### config.mk
export PLATFORM = sky130hd
export DESIGN_NAME = ctrl_pipeline
export DESIGN_NICKNAME = d
export VERILOG_FILES = /design/src/rtl/ctrl_pkg.sv /design/src/rtl/ctrl_stage_reg.sv /design/src/rtl/ctrl_pipeline.sv
export SDC_FILE = /design/constraint.sdc
export NUM_CORES = 1
export LEC_CHECK = 0
export CAP_MARGIN = 30
export CORE_MARGIN = 4
export CORE_UTILIZATION = 55
export CTS_BUF_LIST = sky130_fd_sc_hd__clkbuf_8
export DETAILED_ROUTE_END_ITERATION = 8
export DONT_BUFFER_PORTS = 1
export PLACE_DENSITY = 0.77
export SLEW_MARGIN = 20
export SYNTH_ARGS = -nofsm -noshare
export SYNTH_HDL_FRONTEND = slang
export SYNTH_SLANG_ARGS = --single-unit
### constraint.sdc
create_clock -name clk -period 1.8 [get_ports clk]
set_clock_uncertainty 0.2 [all_clocks]
set_input_delay 0.27 -clock clk [delete_from_list [all_inputs] [get_ports clk]]
set_output_delay 0.27 -clock clk [all_outputs]
set_load 0.1 [all_outputs]
### src/rtl/ctrl_pkg.sv
// Shared definitions for the control-signal pipeline: interlock states,
// default geometry and symbolic stage indices.
package ctrl_pkg;

    // Multi-cycle interlock states
    typedef enum logic [1:0] {
        IDLE = 2'd0,
        RUN  = 2'd1,
        DONE = 2'd2
    } mc_state_t;

    // Default geometry of the pipeline
    localparam int DEF_NSTAGE = 3;
    localparam int DEF_CTRL_W = 24;

    // Symbolic stage indices below decode
    localparam int EX = 0;
    localparam int ME = 1;
    localparam int WB = 2;

endpackage

### src/rtl/ctrl_stage_reg.sv
// One pipeline stage register holding a control bundle, its valid bit and
// the multi-cycle tag. Flush beats hold, hold beats bubble, bubble beats load.
module ctrl_stage_reg
    import ctrl_pkg::*;
#(
    parameter int CTRL_W = DEF_CTRL_W
) (
    input  logic              clk,
    input  logic              rst,
    input  logic              hold,
    input  logic              bubble,
    input  logic              flush,
    input  logic [CTRL_W-1:0] in_ctrl,
    input  logic              in_valid,
    input  logic              in_mc,
    output logic [CTRL_W-1:0] ctrl,
    output logic              valid,
    output logic              mc
);

    // Stage contents: clear on reset/flush/bubble, keep on hold, else load
    always_ff @(posedge clk) begin
        if (!rst || flush) begin
            ctrl  <= '0;
            valid <= 1'b0;
            mc    <= 1'b0;
        end else if (hold) begin
            ctrl  <= ctrl;
            valid <= valid;
            mc    <= mc;
        end else if (bubble) begin
            ctrl  <= '0;
            valid <= 1'b0;
            mc    <= 1'b0;
        end else begin
            ctrl  <= in_ctrl;
            valid <= in_valid;
            mc    <= in_mc;
        end
    end

endmodule

### src/rtl/ctrl_pipeline.sv
// Control-signal pipeline from decode through NSTAGE register stages, with a
// hold chain that inserts bubbles below a stuck stage and an interlock that
// keeps a divide resident in EX for DIV_CYCLES cycles.
module ctrl_pipeline
    import ctrl_pkg::*;
#(
    parameter int CTRL_W         = DEF_CTRL_W,
    parameter int NSTAGE         = DEF_NSTAGE,
    parameter int LAST_STALLABLE = 0,
    parameter int DIV_CYCLES     = 32
) (
    input  logic                     clk,
    input  logic                     rst,
    input  logic [CTRL_W-1:0]        de_ctrl,
    input  logic                     de_valid,
    input  logic                     de_mc,
    input  logic [NSTAGE-1:0]        stall,
    input  logic [NSTAGE-1:0]        flush,
    output logic [NSTAGE*CTRL_W-1:0] stage_ctrl,
    output logic [NSTAGE-1:0]        stage_valid,
    output logic                     de_hold,
    output logic                     mc_busy,
    output logic                     mc_done
);

    localparam int              CNT_W    = $clog2(DIV_CYCLES);
    localparam logic [CNT_W-1:0] CNT_INIT = CNT_W'(DIV_CYCLES - 1);

    logic [CTRL_W-1:0] sc [NSTAGE];
    logic [NSTAGE-1:0] sv;
    logic [NSTAGE-1:0] smc;
    logic [NSTAGE-1:0] hold;
    logic [NSTAGE-1:0] bubble;

    mc_state_t         state;
    mc_state_t         state_next;
    logic [CNT_W-1:0]  cnt;
    logic [CNT_W-1:0]  cnt_next;
    logic              stage0_mc;

    // The tag only matters in EX; downstream copies are tied off and unused
    logic unused_tags;
    assign unused_tags = ^smc;

    assign stage0_mc   = sv[EX] & smc[EX];
    assign mc_busy     = stage0_mc & (state != DONE);
    assign mc_done     = (state == DONE);
    assign de_hold     = hold[EX];
    assign stage_valid = sv;

    // Hold chain, walked from the last stage upward so each stage sees the one below
    always_comb begin
        logic below;
        logic own;
        hold  = '0;
        below = 1'b0;
        own   = 1'b0;
        for (int k = NSTAGE - 1; k >= 0; k--) begin
            if (k == NSTAGE - 1) begin
                own = (LAST_STALLABLE != 0) ? stall[k] : 1'b0;
            end else begin
                own = stall[k];
            end
            hold[k] = own | below | ((k == 0) && mc_busy);
            below   = hold[k];
        end
    end

    // A stage takes a bubble when the stage above is stuck but it is free to move
    always_comb begin
        bubble = '0;
        for (int k = 1; k < NSTAGE; k++) begin
            bubble[k] = hold[k-1] & ~hold[k];
        end
    end

    genvar g;
    generate
        for (g = 0; g < NSTAGE; g++) begin : g_stage
            logic [CTRL_W-1:0] src_ctrl;
            logic              src_valid;
            logic              src_mc;

            if (g == 0) begin : g_src_de
                assign src_ctrl  = de_ctrl;
                assign src_valid = de_valid;
                assign src_mc    = de_mc;
            end else begin : g_src_prev
                assign src_ctrl  = sc[g-1];
                assign src_valid = sv[g-1];
                assign src_mc    = 1'b0;
            end

            ctrl_stage_reg #(
                .CTRL_W (CTRL_W)
            ) u_stage (
                .clk      (clk),
                .rst      (rst),
                .hold     (hold[g]),
                .bubble   (bubble[g]),
                .flush    (flush[g]),
                .in_ctrl  (src_ctrl),
                .in_valid (src_valid),
                .in_mc    (src_mc),
                .ctrl     (sc[g]),
                .valid    (sv[g]),
                .mc       (smc[g])
            );

            assign stage_ctrl[g*CTRL_W +: CTRL_W] = sc[g];
        end
    endgenerate

    // Interlock state and countdown register
    always_ff @(posedge clk) begin
        if (!rst) begin
            state <= IDLE;
            cnt   <= '0;
        end else begin
            state <= state_next;
            cnt   <= cnt_next;
        end
    end

    // Interlock next state: start on a divide in EX, count down, wait for EX to turn over
    always_comb begin
        state_next = state;
        cnt_next   = cnt;
        if (flush[EX]) begin
            state_next = IDLE;
            cnt_next   = '0;
        end else begin
            case (state)
                IDLE: begin
                    if (stage0_mc) begin
                        state_next = RUN;
                        cnt_next   = CNT_INIT;
                    end
                end
                RUN: begin
                    cnt_next = cnt - CNT_W'(1);
                    if (cnt == CNT_W'(1)) begin
                        state_next = DONE;
                    end
                end
                DONE: begin
                    if (!hold[EX]) begin
                        state_next = IDLE;
                    end
                end
                default: begin
                    state_next = IDLE;
                    cnt_next   = '0;
                end
            endcase
        end
    end

endmodule

==> reports/results.txt <==
Diode count: 0
Delay-heaviest family, CP: flip-flops
CP max FO: 8
Die H: 80.4 um
Startpoint types: register
Slew headroom: 64.4%
First DRT Iteration DRCs: 230
Syn_nets: 342
Hold crit path type: in -> reg
Max-Cap Viols: 0
Endpoints failing setup: 0
Clock transition at the registers of the reported paths: 0.08 ns
Synth warnings: 0
Number of global-route vias before repair: 2656
# rows: 26
I/O pin total: 112
Cell Pwr Density: 833 mW/mm2
Outcome: finished clean
Leakage: 1.69 nW
Final Max Tran Viols: 0
DR WL/cell: 16.2 um
Setup CP Type: reg -> out
Cell type with the largest total area after synthesis: dfxtp_1
Critical Path RT: 1.33 ns
Synth Area per Inst: 9.43 um2
Core area: 0.00511 mm2
Final Critical Period: 1.75 ns
Cell variety after synth: 33
PortBufs: 0
Comb pwr share: 9.9%
Flops & latches, synth: 83
Critical path arrival: 1.28 ns
Most frequent cells in the layout: buf_4, dfxtp_1, nand2_1
Power share of the sequential group: 54.2%
Sw power: 0.917 mW
Mapped Cells: 306
Int Pwr: 2.51 mW
Final wirelength: 7.91 mm
Clk network pwr share: 35.8%
Skew-Pair Late Insertion Delay: 0.34 ns
Number of buffers created by CTS: 9
H-tree depth: 3
TritonCTS clock tree: built
Top cells by area, synth: dfxtp_1, a22oi_1, nand2_1
Fin crit share: 97.2%
Setup tns final: 0 ns
Post-DRT Antenna Nets: 0
Worst VDD drop: 0.000619 V
Routed vias: 2588
Fillers: 313
GRT overflow: 0
Number of stages on the worst setup path: 4
Nets: 450
Die area: 0.00647 mm2
Crit-path cells: nand2_1 -> o21a_4 -> inv_8 -> buf_16
Slowest stage cell, crit path: dfxtp_2
Hold Vio Cnt, Final: 0
CTS Buffer Depth: 2
Largest net degree at the start of global routing: 26
Slew @ Worst Pin: 0.534 ns
Area grow syn2layout: 42.4%
Initial Utilization: 56.5%
GRT Total Usage: 25.6%
DRC Markers: 0
Worst reg2reg path depth: 7
Total power: 3.42 mW
Mapped Area: 0.00289 mm2
Crit-path max cell delay: 0.34 ns
First-pass GRT wire length: 12.4 mm
HPWL after detailed placement: 4.94 mm
GP Congestion: 0.783
WP buf/inv: 2
Final core area utilization: 80.5%
Worst Hold Depth: 3
Vias per cell: 5.29
Initial antenna violation count: 0
Die W: 80.4 um
Area taken by flip-flops and latches: 0.00167 mm2
Area of the multi-input gates: 0.00111 mm2
Commonest non-fill, non-tap cell in the layout: buf_4
DRT Pass-1 Iters: 6
Root Buffer: clkbuf_8
Post-synthesis sequential area ratio: 57.6%
CP endpoint kind: primary output
Layout cells sized above 1: 32.7%
FMAX: 571 MHz
Sw Share: 26.8%
CTS sink cnt: 83
Synth top area share: 57.6%
==> worst paths after layout <==
check | start | end | slack (ns)
worst max-delay path | g_stage[0].u_stage.mc | de_hold | 0.05
worst max register to register | g_stage[0].u_stage.mc | g_stage[0].u_stage.ctrl[3] | 0.10
worst min-delay path | stall[0] | state[1] | 0.04
worst min register to register | g_stage[1].u_stage.ctrl[2] | g_stage[2].u_stage.ctrl[2] | 0.28
==> cell type report <==
class	count	share of cell area (%)
Tap cell	70	2.13
Clock inverter	6	1.22
Multi-Input combinational cell	193	26.9
Inverter	6	0.731
Sequential cell	83	40.5
Timing Repair Buffer	121	25.1
Clock buffer	10	3.35
==> worst register-to-register path, delay by kind of cell (launching register included) <==
kind | cells | cell delay [ns]
flip-flops | 1 | 0.34
AND/OR/NAND/NOR | 2 | 0.18
buffers and inverters | 3 | 0.47
AO/OA/AOI/OAI | 2 | 0.46
==> repair_timing <==
item / in CTS / in global routing
hold endpoints to repair: 51 / 0
setup endpoints to repair: 2 / 7
hold buffers: 28 / 0
pin swaps: 1 / 2
resized for setup: 7 / 3
setup buffers: 2 / 1
==> routing by layer <==
layer | up-vias | GRT usage [%] | wire length (um)
met5 | - | 0 | 0
met4 | 0 | 10.8 | 157
met3 | 16 | 8.30 | 572
met2 | 112 | 46.7 | 4220
met1 | 1231 | 26.6 | 2950
li1 | 1229 | - | -
==> metrics by stage <==
stage          std cells  hold WS [ns]  worst slack [ns]  instance area [um2]
6_report             489        0.0432            0.0495                 4110
5_1_grt              489        0.0449          -0.00967                 4110
4_1_cts              487       0.00870            0.0234                 4080
3_5_place_dp         441         0.215             0.157                 3570
3_3_place_gp         441         0.210             0.204                 3570
2_1_floorplan        306         0.206           -0.0951                 2940
==> logic make-up after synthesis <==
kind of cell               Yosys count  synth area share, %
and+or+nand+nor                    126                 20.2
DFF                                 83                 57.6
AOI/OAI and AO/OA                   65                 15.8
buffers and inverters               30                 5.59
adders and majority gates            2                0.867
==> synthesized netlist by cell type (all sizes together) <==
master   number
nor3b         2
nor3          4
o311ai        1
o21ai         5
nand3         1
nor2         38
a31oi         1
nand2        50
ha            2
inv           6
buf          14
a2bb2oi       2
clkbuf       10
nand4         1
nor2b         2
o21bai        1
nand2b        2
a22oi        25
a21oi        27
and2         25
o21a          2
o31ai         1
nor4b         1
dfxtp        83
==> flip-flops by register name, summed over array words and instances (netlist names) <==
register	count
cnt	5
g_stage.u_stage.mc	1
g_stage.u_stage.valid	3
state	2
g_stage.u_stage.ctrl	72
==> power groups by stage <==
| stage | Combinational [mW] | Clock [mW] | Sequential [mW] |
|---|---|---|---|
| after global routing | 0.359 | 1.34 | 1.86 |
| after CTS | 0.330 | 1.26 | 1.86 |
| after floorplan | 0.123 | 0 | 2.00 |
| after detailed placement | 0.264 | 0 | 1.90 |
| after global placement | 0.260 | 0 | 1.90 |
| final | 0.340 | 1.23 | 1.86 |
(Power assumes the default switching activity.)
